$ cat config.mk
export PLATFORM = sky130hd
export DESIGN_NAME = card_shoe_flat
export DESIGN_NICKNAME = d
export VERILOG_FILES = /design/src/rtl/blackjack_pkg.sv /design/src/rtl/card_shoe_if.sv /design/src/rtl/lfsr16.sv /design/src/rtl/card_shoe.sv /design/src/flat_wrapper.sv
export SDC_FILE = /design/constraint.sdc
export NUM_CORES = 1
export LEC_CHECK = 0
export ABC_AREA = 1
export CORE_UTILIZATION = 66
export CTS_BUF_LIST = sky130_fd_sc_hd__clkbuf_4
export DETAILED_ROUTE_END_ITERATION = 7
export DONT_BUFFER_PORTS = 1
export PLACE_DENSITY = 0.88
export SYNTH_ARGS = -nofsm -noshare
export SYNTH_HDL_FRONTEND = slang
export SYNTH_HIERARCHICAL = 1
export SYNTH_SLANG_ARGS = --single-unit
$ cat constraint.sdc
create_clock -name clk -period 4 [get_ports clk]
set_input_delay 0.8 -clock clk [delete_from_list [all_inputs] [get_ports clk]]
set_output_delay 0.8 -clock clk [all_outputs]
set_load 0.1 [all_outputs]
$ cat src/rtl/blackjack_pkg.sv
// Shared definitions for the blackjack card path.
// Holds the card shoe state encoding, LFSR feedback mask, display codes
// used by the game controller, and the rank-to-value helper.
package blackjack_pkg;

  typedef enum logic [1:0] {
    IDLE   = 2'd0,
    PROBE  = 2'd1,
    RELOAD = 2'd2,
    EMIT   = 2'd3
  } shoe_state_t;

  localparam int          RANKS       = 13;
  localparam logic [15:0] LFSR_MASK   = 16'hB400;
  localparam logic [5:0]  ACE_CODE    = 6'd61;
  localparam logic [5:0]  BET_CODE    = 6'd62;
  localparam logic [5:0]  DEALER_CODE = 6'd63;

  // Blackjack value of a rank 1..13: ace = 1, pips face value, J/Q/K = 10.
  // Ranks outside 1..13 never occur and map to 0.
  function automatic logic [3:0] rank_to_value(input logic [3:0] rank);
    logic [3:0] value_s;
    case (rank)
      4'd11, 4'd12, 4'd13: value_s = 4'd10;
      4'd0, 4'd14, 4'd15:  value_s = 4'd0;
      default:             value_s = rank;
    endcase
    return value_s;
  endfunction

endpackage

$ cat src/rtl/card_shoe_if.sv
// Draw handshake between the blackjack game controller and the card shoe.
//   draw_req/shuffle_req/test : controller -> shoe requests (sampled in IDLE)
//   card_valid/value/rank     : one-cycle card delivery from the shoe
//   busy/cards_left           : shoe status
// modport master = game controller, modport slave = card shoe.
interface card_shoe_if;
  logic       draw_req;
  logic       shuffle_req;
  logic [2:0] test;
  logic       card_valid;
  logic [3:0] card_value;
  logic [3:0] card_rank;
  logic       busy;
  logic [8:0] cards_left;

  modport master (
    output draw_req, shuffle_req, test,
    input  card_valid, card_value, card_rank, busy, cards_left
  );

  modport slave (
    input  draw_req, shuffle_req, test,
    output card_valid, card_value, card_rank, busy, cards_left
  );
endinterface

$ cat src/rtl/lfsr16.sv
// Free-running 16-bit Galois LFSR (right shift, mask LFSR_MASK).
// Ports: clk, reset (async, active-high), seed_load/seed (load has priority
// over the advance; a zero seed is replaced by SEED because the all-zero
// state would lock up), value (current LFSR state).
module lfsr16
  import blackjack_pkg::*;
#(
  parameter logic [15:0] SEED = 16'hACE1
) (
  input  logic        clk,
  input  logic        reset,
  input  logic        seed_load,
  input  logic [15:0] seed,
  output logic [15:0] value
);

  logic [15:0] value_r;
  logic [15:0] shift_s;

  // Next state of the Galois shift: feed the dropped bit back through the mask.
  always_comb begin
    shift_s = {1'b0, value_r[15:1]};
    if (value_r[0]) begin
      shift_s = shift_s ^ LFSR_MASK;
    end else begin
      shift_s = {1'b0, value_r[15:1]};
    end
  end

  // LFSR register: seed load wins over the per-cycle advance.
  always_ff @(posedge clk or posedge reset) begin
    if (reset) begin
      value_r <= SEED;
    end else if (seed_load) begin
      value_r <= (seed == 16'h0000) ? SEED : seed;
    end else begin
      value_r <= shift_s;
    end
  end

  assign value = value_r;

endmodule

$ cat src/rtl/card_shoe.sv
// Finite multi-deck card shoe feeding the blackjack controller.
// Ports: clk, reset (async, active-high), seed_load/seed (LFSR seeding),
// bus (card_shoe_if.slave: draw_req, shuffle_req, test in; card_valid,
// card_value, card_rank, busy, cards_left out).
// A draw starts at a random rank taken from the LFSR and walks forward
// through the ranks until one with cards left is found, so cards are never
// redrawn before a reshuffle. An empty shoe reloads itself on the next draw.
module card_shoe
  import blackjack_pkg::*;
#(
  parameter int          NUM_DECKS = 1,
  parameter logic [15:0] LFSR_SEED = 16'hACE1
) (
  input  logic          clk,
  input  logic          reset,
  input  logic          seed_load,
  input  logic [15:0]   seed,
  card_shoe_if.slave    bus
);

  localparam logic [5:0] FULL_COUNT = 6'(4 * NUM_DECKS);
  localparam logic [8:0] FULL_SHOE  = 9'(52 * NUM_DECKS);

  shoe_state_t state_r;
  logic [5:0]  count_r [RANKS];
  logic [8:0]  cards_left_r;
  logic [3:0]  idx_r;
  logic        cont_r;
  logic        card_valid_r;
  logic [3:0]  card_value_r;
  logic [3:0]  card_rank_r;
  logic        busy_r;

  logic [15:0] lfsr_s;
  logic [3:0]  start_idx_s;
  logic [3:0]  next_idx_s;
  logic        unused_lfsr_s;

  lfsr16 #(
    .SEED (LFSR_SEED)
  ) u_lfsr (
    .clk       (clk),
    .reset     (reset),
    .seed_load (seed_load),
    .seed      (seed),
    .value     (lfsr_s)
  );

  // Only the low nibble picks the start rank.
  assign unused_lfsr_s = ^lfsr_s[15:4];

  // Start rank from the LFSR nibble, folding 13..15 back onto 0..2,
  // and the wrapping successor of the current probe index.
  always_comb begin
    if (lfsr_s[3:0] >= 4'd13) begin
      start_idx_s = lfsr_s[3:0] - 4'd13;
    end else begin
      start_idx_s = lfsr_s[3:0];
    end
    if (idx_r == 4'd12) begin
      next_idx_s = 4'd0;
    end else begin
      next_idx_s = idx_r + 4'd1;
    end
  end

  // Shoe controller: state, rank counts and registered outputs.
  // card_valid is raised on entry to EMIT so it is high for the EMIT cycle;
  // busy tracks the state being entered so it is low exactly in IDLE.
  always_ff @(posedge clk or posedge reset) begin
    if (reset) begin
      state_r      <= IDLE;
      for (int i = 0; i < RANKS; i++) begin
        count_r[i] <= FULL_COUNT;
      end
      cards_left_r <= FULL_SHOE;
      idx_r        <= 4'd0;
      cont_r       <= 1'b0;
      card_valid_r <= 1'b0;
      card_value_r <= 4'd0;
      card_rank_r  <= 4'd0;
      busy_r       <= 1'b0;
    end else begin
      card_valid_r <= 1'b0;
      case (state_r)
        IDLE: begin
          if (bus.draw_req) begin
            idx_r  <= start_idx_s;
            busy_r <= 1'b1;
            if (bus.test != 3'd0) begin
              card_rank_r  <= {1'b0, bus.test};
              card_value_r <= {1'b0, bus.test};
              card_valid_r <= 1'b1;
              state_r      <= EMIT;
            end else if (bus.shuffle_req || (cards_left_r == 9'd0)) begin
              cont_r  <= 1'b1;
              state_r <= RELOAD;
            end else begin
              state_r <= PROBE;
            end
          end else if (bus.shuffle_req) begin
            cont_r  <= 1'b0;
            busy_r  <= 1'b1;
            state_r <= RELOAD;
          end else begin
            busy_r  <= 1'b0;
            state_r <= IDLE;
          end
        end
        PROBE: begin
          if (count_r[idx_r] != 6'd0) begin
            count_r[idx_r] <= count_r[idx_r] - 6'd1;
            cards_left_r   <= cards_left_r - 9'd1;
            card_rank_r    <= idx_r + 4'd1;
            card_value_r   <= rank_to_value(idx_r + 4'd1);
            card_valid_r   <= 1'b1;
            state_r        <= EMIT;
          end else begin
            idx_r   <= next_idx_s;
            state_r <= PROBE;
          end
        end
        RELOAD: begin
          for (int i = 0; i < RANKS; i++) begin
            count_r[i] <= FULL_COUNT;
          end
          cards_left_r <= FULL_SHOE;
          cont_r       <= 1'b0;
          if (cont_r) begin
            state_r <= PROBE;
          end else begin
            busy_r  <= 1'b0;
            state_r <= IDLE;
          end
        end
        EMIT: begin
          busy_r  <= 1'b0;
          state_r <= IDLE;
        end
        default: begin
          busy_r  <= 1'b0;
          state_r <= IDLE;
        end
      endcase
    end
  end

  assign bus.card_valid = card_valid_r;
  assign bus.card_value = card_value_r;
  assign bus.card_rank  = card_rank_r;
  assign bus.busy       = busy_r;
  assign bus.cards_left = cards_left_r;

endmodule
$ cat src/flat_wrapper.sv
// flat-port wrapper written by rule: the top's interface ports become plain ports
module card_shoe_flat import blackjack_pkg::*;
#(
  parameter int          NUM_DECKS = 1,
  parameter logic [15:0] LFSR_SEED = 16'hACE1
)
  (clk, reset, seed_load, seed, bus_draw_req, bus_shuffle_req, bus_test, bus_card_valid, bus_card_value, bus_card_rank, bus_busy, bus_cards_left);
  card_shoe_if bus_i ();
  input  logic clk;
  input  logic reset;
  input  logic seed_load;
  input  logic [15:0] seed;
  input wire logic [$bits(bus_i.draw_req)-1:0] bus_draw_req;
  input wire logic [$bits(bus_i.shuffle_req)-1:0] bus_shuffle_req;
  input wire logic [$bits(bus_i.test)-1:0] bus_test;
  output wire logic [$bits(bus_i.card_valid)-1:0] bus_card_valid;
  output wire logic [$bits(bus_i.card_value)-1:0] bus_card_value;
  output wire logic [$bits(bus_i.card_rank)-1:0] bus_card_rank;
  output wire logic [$bits(bus_i.busy)-1:0] bus_busy;
  output wire logic [$bits(bus_i.cards_left)-1:0] bus_cards_left;
  assign bus_i.draw_req = bus_draw_req;
  assign bus_i.shuffle_req = bus_shuffle_req;
  assign bus_i.test = bus_test;
  assign bus_card_valid = bus_i.card_valid;
  assign bus_card_value = bus_i.card_value;
  assign bus_card_rank = bus_i.card_rank;
  assign bus_busy = bus_i.busy;
  assign bus_cards_left = bus_i.cards_left;
  card_shoe #(.NUM_DECKS(NUM_DECKS), .LFSR_SEED(LFSR_SEED)) u_core (.clk(clk), .reset(reset), .seed_load(seed_load), .seed(seed), .bus(bus_i));
endmodule
==> results of run 1 <==
state kept, by name, summed over array words and instances, names as in the netlist:
| signal | cells |
|---|---|
| u_core/bus.cards_left | 9 |
| u_core/cont_r | 1 |
| u_core/bus.busy | 1 |
| u_core/idx_r | 4 |
| u_core/bus.card_valid | 1 |
| u_core/bus.card_rank | 4 |
| u_core/count_r | 78 |
| u_core/u_lfsr/value | 16 |
| u_core/state_r | 2 |
| u_core/bus.card_value | 4 |
cells in the mapped netlist (all sizes together):
master and number:
nand2 400, nand3 128, dfrtp 96, inv 90, nor2 85, o21ai 48, buf 24, dfstp 24
clkbuf 14, a21oi 12, ha 11, xor2 11, nand4 3, o22ai 3, clkinv 2, o211ai 2
o21bai 2, xnor2 2, and2 1, nand3b 1, nor3 1, o221ai 1, or2 1, or3 1
worst max-delay path: stages, from the launching register on:
cell and delay, ns:
dfrtp_1 0.45, buf_12 0.23, inv_2 0.05, buf_4 0.20, nand4_1 0.16, inv_2 0.07, nand2_1 0.07, nand2_1 0.12
nor2_4 0.24, ha_1 0.22, nand3_1 0.13, nor2_4 0.17, xor2_2 0.72, nand2_1 0.13, nand2_1 0.09
logic make-up after synthesis:
logic type	after synthesis
DFF	120
and+or+nand+nor	621
AOI/OAI and AO/OA	68
adders and majority gates	11
xor gates and xnor gates	13
buffers and inverters	130
stage by stage:
stage	hold slack (ns)	total power [uW]	setup slack (ns)	util [%]	std cells
floorplan	0.4183	5059	0.4943	-	963
finish	0.1892	6634	0.8755	70.90	1105
CTS	0.1631	6593	0.9126	70.90	1105
global placement	0.4302	5681	1.033	68.33	1073
detailed placement	0.4400	5759	0.9299	68.33	1073
global route	0.2053	7089	0.6245	70.90	1105
worst max path at each step:
stage | start | end | cells past startpoint
after global placement | u_core/idx_r[0] | u_core/bus.cards_left[2] | 15
final | u_core/idx_r[0] | u_core/count_r[64] | 14
after detailed placement | u_core/idx_r[0] | u_core/bus.cards_left[0] | 15
after CTS | u_core/idx_r[0] | u_core/bus.cards_left[0] | 15
after global routing | u_core/idx_r[0] | u_core/bus.cards_left[5] | 15
after floorplan | reset | u_core/bus.busy | 1
per-layer routing:
metal | vias to the layer above | global-route usage, % | wire length [um]
li1 | 2994 | - | -
met1 | 2916 | 42.83 | 7082
met2 | 203 | 47.30 | 7210
met3 | 30 | 7.299 | 1023
met4 | 0 | 12.47 | 362
met5 | - | 0 | 0
layout make-up:
class	instances	area share, %
multi-input combinational	713	46.00
sequential	120	41.62
inverter	92	4.842
tap	136	2.335
clock buffer	21	2.163
timing repair buffer	12	1.580
clock inverter	11	1.459
power by group through the flow:
stage,Sequential (uW),Combinational [uW],Clock [uW]
after floorplan,2390,2670,0
after global placement,2430,3250,0
after detailed placement,2430,3330,0
after CTS,2420,3330,844
after global routing,2460,3730,892
final,2420,3390,825
==> results.json, run 1 <==
{
  "required_ns": 4.48,
  "setup_viol": 0,
  "clock-sinks": 120,
  "critPathKind": "reg2reg",
  "relSlewSlack_pct": 32.64,
  "fp.dieW_um": 104.8,
  "die_h_um": 104.8,
  "synth_fa_ha_area_share_pct": 1.973,
  "combPwrFrac_pct": 51.1,
  "syn2layout_area_growth_pct": 4.448,
  "drt-vias-per-instance": 5.559,
  "synth_warnings": 6,
  "wl_per_cell_um": 14.19,
  "synth_compound_area_share_pct": 5.129,
  "seqPwrFrac_pct": 36.5,
  "ctsResizeCount": 0,
  "drv_slew": 0,
  "overflow": 0,
  "cts_buffer_depth": 2,
  "reg2reg_to": "u_core/count_r[64]",
  "ios": 43,
  "gr-usage-all-layers_pct": 30.98,
  "numCtsBuffers": 17,
  "arrival_ns": 3.61,
  "p_int_uw": 2875,
  "route.detailed.drc": 0,
  "fin_skew_ns": 0.02408,
  "design_area_um2": 7287,
  "final_common_cell": "nand2_1",
  "clkTransAtPathRegs_ns": 0.10,
  "critPathLaunchType": "flip-flop",
  "path_max_fanout": 40,
  "synthXorXnorAreaFrac_pct": 1.740,
  "period_needed_ns": 3.125,
  "synth_top_area_share_pct": 34.43,
  "syn_avg_cell_area_um2": 7.245,
  "hold_path_class": "in2async",
  "vias": 6143,
  "cts_tree": "done",
  "postCtsSetupRepairBufs": 0,
  "dpl.hpwl_mm": 10.68,
  "die_area_um2": 10990,
  "mostFrequentLayoutCells": "393 x nand2_1, 115 x nand3_1, 96 x dfrtp_1",
  "antenna_found_initial": 0,
  "portBuffers": 0,
  "drt-total-wl_mm": 15.68,
  "place.gp.congestion": 0.9206,
  "initial_core_util_pct": 67.88,
  "rows": 37,
  "synthSimpleGateAreaFrac_pct": 39.10,
  "grt_setup_unrepaired": "false",
  "pwr-share-clk_pct": 12.4,
  "synth.distinct_cells": 38,
  "ir_drop_uv": 823.8,
  "min_period_over_period_pct": 78.11,
  "synthMuxAreaShare_pct": 0,
  "grt_pass1_vias": 5748,
  "synth_top_family_by_area": "simple AND/OR/NAND/NOR gates",
  "setup_tns_ns": 0,
  "ctsRootBufferMaster": "clkbuf_4",
  "p_leak_uw": 0.003975,
  "yosysSeqAreaShare_pct": 43.47,
  "cts-htree-levels": 4,
  "synth_area_um2": 6977,
  "multi_input_area_um2": 3352,
  "synth_seq_cells": 120,
  "insertion_delay_ns": 0.55,
  "drv_cap": 0,
  "regArea_um2": 3033,
  "core_area_um2": 10280,
  "yosysTopAreaCell": "dfrtp_1",
  "holdBufCountCts": 0,
  "hold_viol_final": 0,
  "r2r_start": "u_core/idx_r[0]",
  "status": "completed",
  "drt_iter0_drc": 487,
  "ant_nets": 0,
  "synth_area_leaders": "dfrtp_1 34%, nand2_1 21%, dfstp_2 9.0%",
  "diodes": 0,
  "p_switching_uw": 3759,
  "fmax_mhz": 320.0,
  "fillers": 859,
  "syn-num-nets": 998,
  "rrSetupSlack_ns": 0.88,
  "first_pass_iters": 5,
  "drive_above_1_share_pct": 11.97,
  "worst_pin_slew_ns": 1.010,
  "crit_path_end_kind": "flip-flop",
  "power_density_nw_per_um2": 910.4,
  "rr_worst_depth": 14,
  "grt_max_degree": 60,
  "dpl-instance-area_um2": 7023,
  "synth_cells": 963,
  "sw_frac_of_total_pct": 56.66,
  "grt_pass1_wl_mm": 26.85,
  "finalNetCount": 991
}
Note: power is estimated with default switching activity, not from simulation.
==> run 2, diff against run 1 <==
Settings changed: CORE_UTILIZATION 66 to 60, PLACE_DENSITY 0.88 to 0.85.
Clock period 4 ns to 2.6 ns, I/O delays scaled along.
==> results.json, run 2 (synthesis results as in run 1) <==
{
  "dp.cells": 1103,
  "dpl.hpwl_mm": 11.58,
  "cts_tree": "done",
  "portBuffers": 0,
  "largest_register": "u_core/count_r",
  "grt_pass1_vias": 5943,
  "critPathLaunchType": "flip-flop",
  "initial_core_util_pct": 61.36,
  "rows": 39,
  "drv_slew": 0,
  "final_common_cell": "nand2_1",
  "diodes": 0,
  "antenna_found_initial": 0,
  "numCtsBuffers": 17,
  "die_h_um": 109.8,
  "clkTransAtPathRegs_ns": 0.11,
  "status": "complete, but fails checks",
  "crit_path_top_delay_cell": "dfrtp_2",
  "drv_cap": 0,
  "gr-usage-all-layers_pct": 30.86,
  "arrival_ns": 3.10,
  "finalWorstSetupSlack_ns": -0.02540,
  "grt_max_degree": 61,
  "ios": 43,
  "required_ns": 3.08,
  "crit_path_end_kind": "flip-flop",
  "path_cells": "inv_4 > buf_12 > nand2_1 > nand2_1 > nand2_1 > o21ai_1 > nand2_1 > nand2_1 > nor2_2 > ha_2 > nand3_2 > nor2_4 > buf_4 > xor2_4 > buf_4 > nand2_1 > nand2_1",
  "hold_viol_final": 0,
  "cts_buffer_depth": 2,
  "core_area_um2": 11370,
  "syn2layout_area_growth_pct": 12.46,
  "period_needed_ns": 2.625,
  "die_area_um2": 12060,
  "drt_iter0_drc": 550,
  "slowest_delay_ns": 0.45,
  "min_period_over_period_pct": 101.0,
  "relSlewSlack_pct": 38.83,
  "wl_per_cell_um": 15.40,
  "multi_input_area_um2": 3413,
  "clock-sinks": 120,
  "fp.dieW_um": 109.8,
  "crit_top_cell": "nand2_1",
  "fillers": 905,
  "drive_above_1_share_pct": 16.15,
  "ctsRootBufferMaster": "clkbuf_4",
  "worst_pin_slew_ns": 0.9176,
  "violations": "negative setup slack",
  "instances_no_fill": 1152,
  "insertion_delay_ns": 0.55,
  "grt_pass1_wl_mm": 28.08,
  "overflow": 0,
  "finalNetCount": 1031,
  "fmax_mhz": 380.9,
  "setup_viol": 10,
  "place.gp.congestion": 0.8886,
  "critPathKind": "reg2reg",
  "ant_nets": 0,
  "hold_path_class": "in2reg",
  "route.detailed.drc": 0,
  "drt-total-wl_mm": 17.74,
  "first_pass_iters": 6,
  "drt-vias-per-instance": 5.627,
  "largest_reg_flops": 78,
  "grt_setup_unrepaired": "true",
  "path_max_fanout": 12,
  "vias": 6482,
  "mostFrequentLayoutCells": "392 x nand2_1, 114 x nand3_1, 95 x dfrtp_1",
  "cts-htree-levels": 4,
  "regArea_um2": 3034,
  "fin_skew_ns": 0.02053
}
run 2: changes by cell type in the layout (fill, tap and decap cells not counted), moves of 3 or more:
cell and delta:
buf_4 +29, buf_12 +7, o21ai_0 -5, o21ai_1 +4, clkinv_1 -3, inv_2 -3
run 2: cell type report:
cell class                      instances  share of cell area [%]
Tap cell                              143                   2.280
Inverter                               92                   4.609
Clock buffer                           20                   1.914
Clock inverter                         12                   2.232
Timing Repair Buffer                   51                   6.793
Sequential cell                       120                   38.67
Multi-Input combinational cell        714                   43.50
run 2: per-stage QoR:
step	setup TNS (ns)	instance area [um2]	hold WS, ns	util [%]	worst slack (ns)
floorplan	0	6980	0.4183	-	0.08901
global placement	0	7268	0.4261	63.93	0.03473
detailed placement	-0.04030	7268	0.4445	63.93	-0.01925
CTS	0	7624	0.03126	67.05	0.01788
global route	-12.30	7846	0.02233	69.01	-0.1753
finish	-0.09231	7846	0.06961	69.01	-0.02540
run 2: final timing paths:
kind | end | from | depth (start not counted) | slack (ns)
worst max-delay path | u_core/count_r[22] | u_core/idx_r[0] | 17 | -0.03
worst min-delay path | u_core/u_lfsr/value[12] | seed_load | 1 | 0.07
worst max register to register | u_core/count_r[22] | u_core/idx_r[0] | 17 | -0.03
worst min register to register | u_core/u_lfsr/value[8] | u_core/u_lfsr/value[9] | 2 | 0.45
max in group asynchronous | u_core/count_r[8] | reset | 3 | 1.28
min in group asynchronous | u_core/u_lfsr/value[8] | reset | 2 | 0.53
run 2: what timing repair did:
item / in CTS / in global routing
gates resized for setup: 2 / 15
cloned: 0 / 3
hold endpoints to repair: 32 / 0
hold buffers: 1 / 0
pin swaps: 0 / 5
endpoints found under the setup margin: 13 / 96
buffers inserted: 0 / 13
run 2: per-layer routing:
metal | vias to the layer above | track usage (%) | wire length (um)
met3 | 50 | 8.121 | 1499
met4 | 0 | 11.43 | 522
met1 | 3039 | 40.97 | 7482
met2 | 306 | 48.48 | 8232
li1 | 3087 | - | -
met5 | - | 0 | 0
run 2: worst max-delay path: cells and delay by family (launching register included):
family / cells / cell delay (ns)
AO/OA/AOI/OAI: 1 / 0.09
flip-flops: 1 / 0.45
adder cells (fa/ha/maj): 1 / 0.22
AND/OR/NAND/NOR: 10 / 0.99
buffers and inverters: 4 / 0.62
XOR/XNOR: 1 / 0.17
Power of run 2 is not shown: default switching activity piles up to over one toggle a cycle in this logic, so the estimate is an artifact.
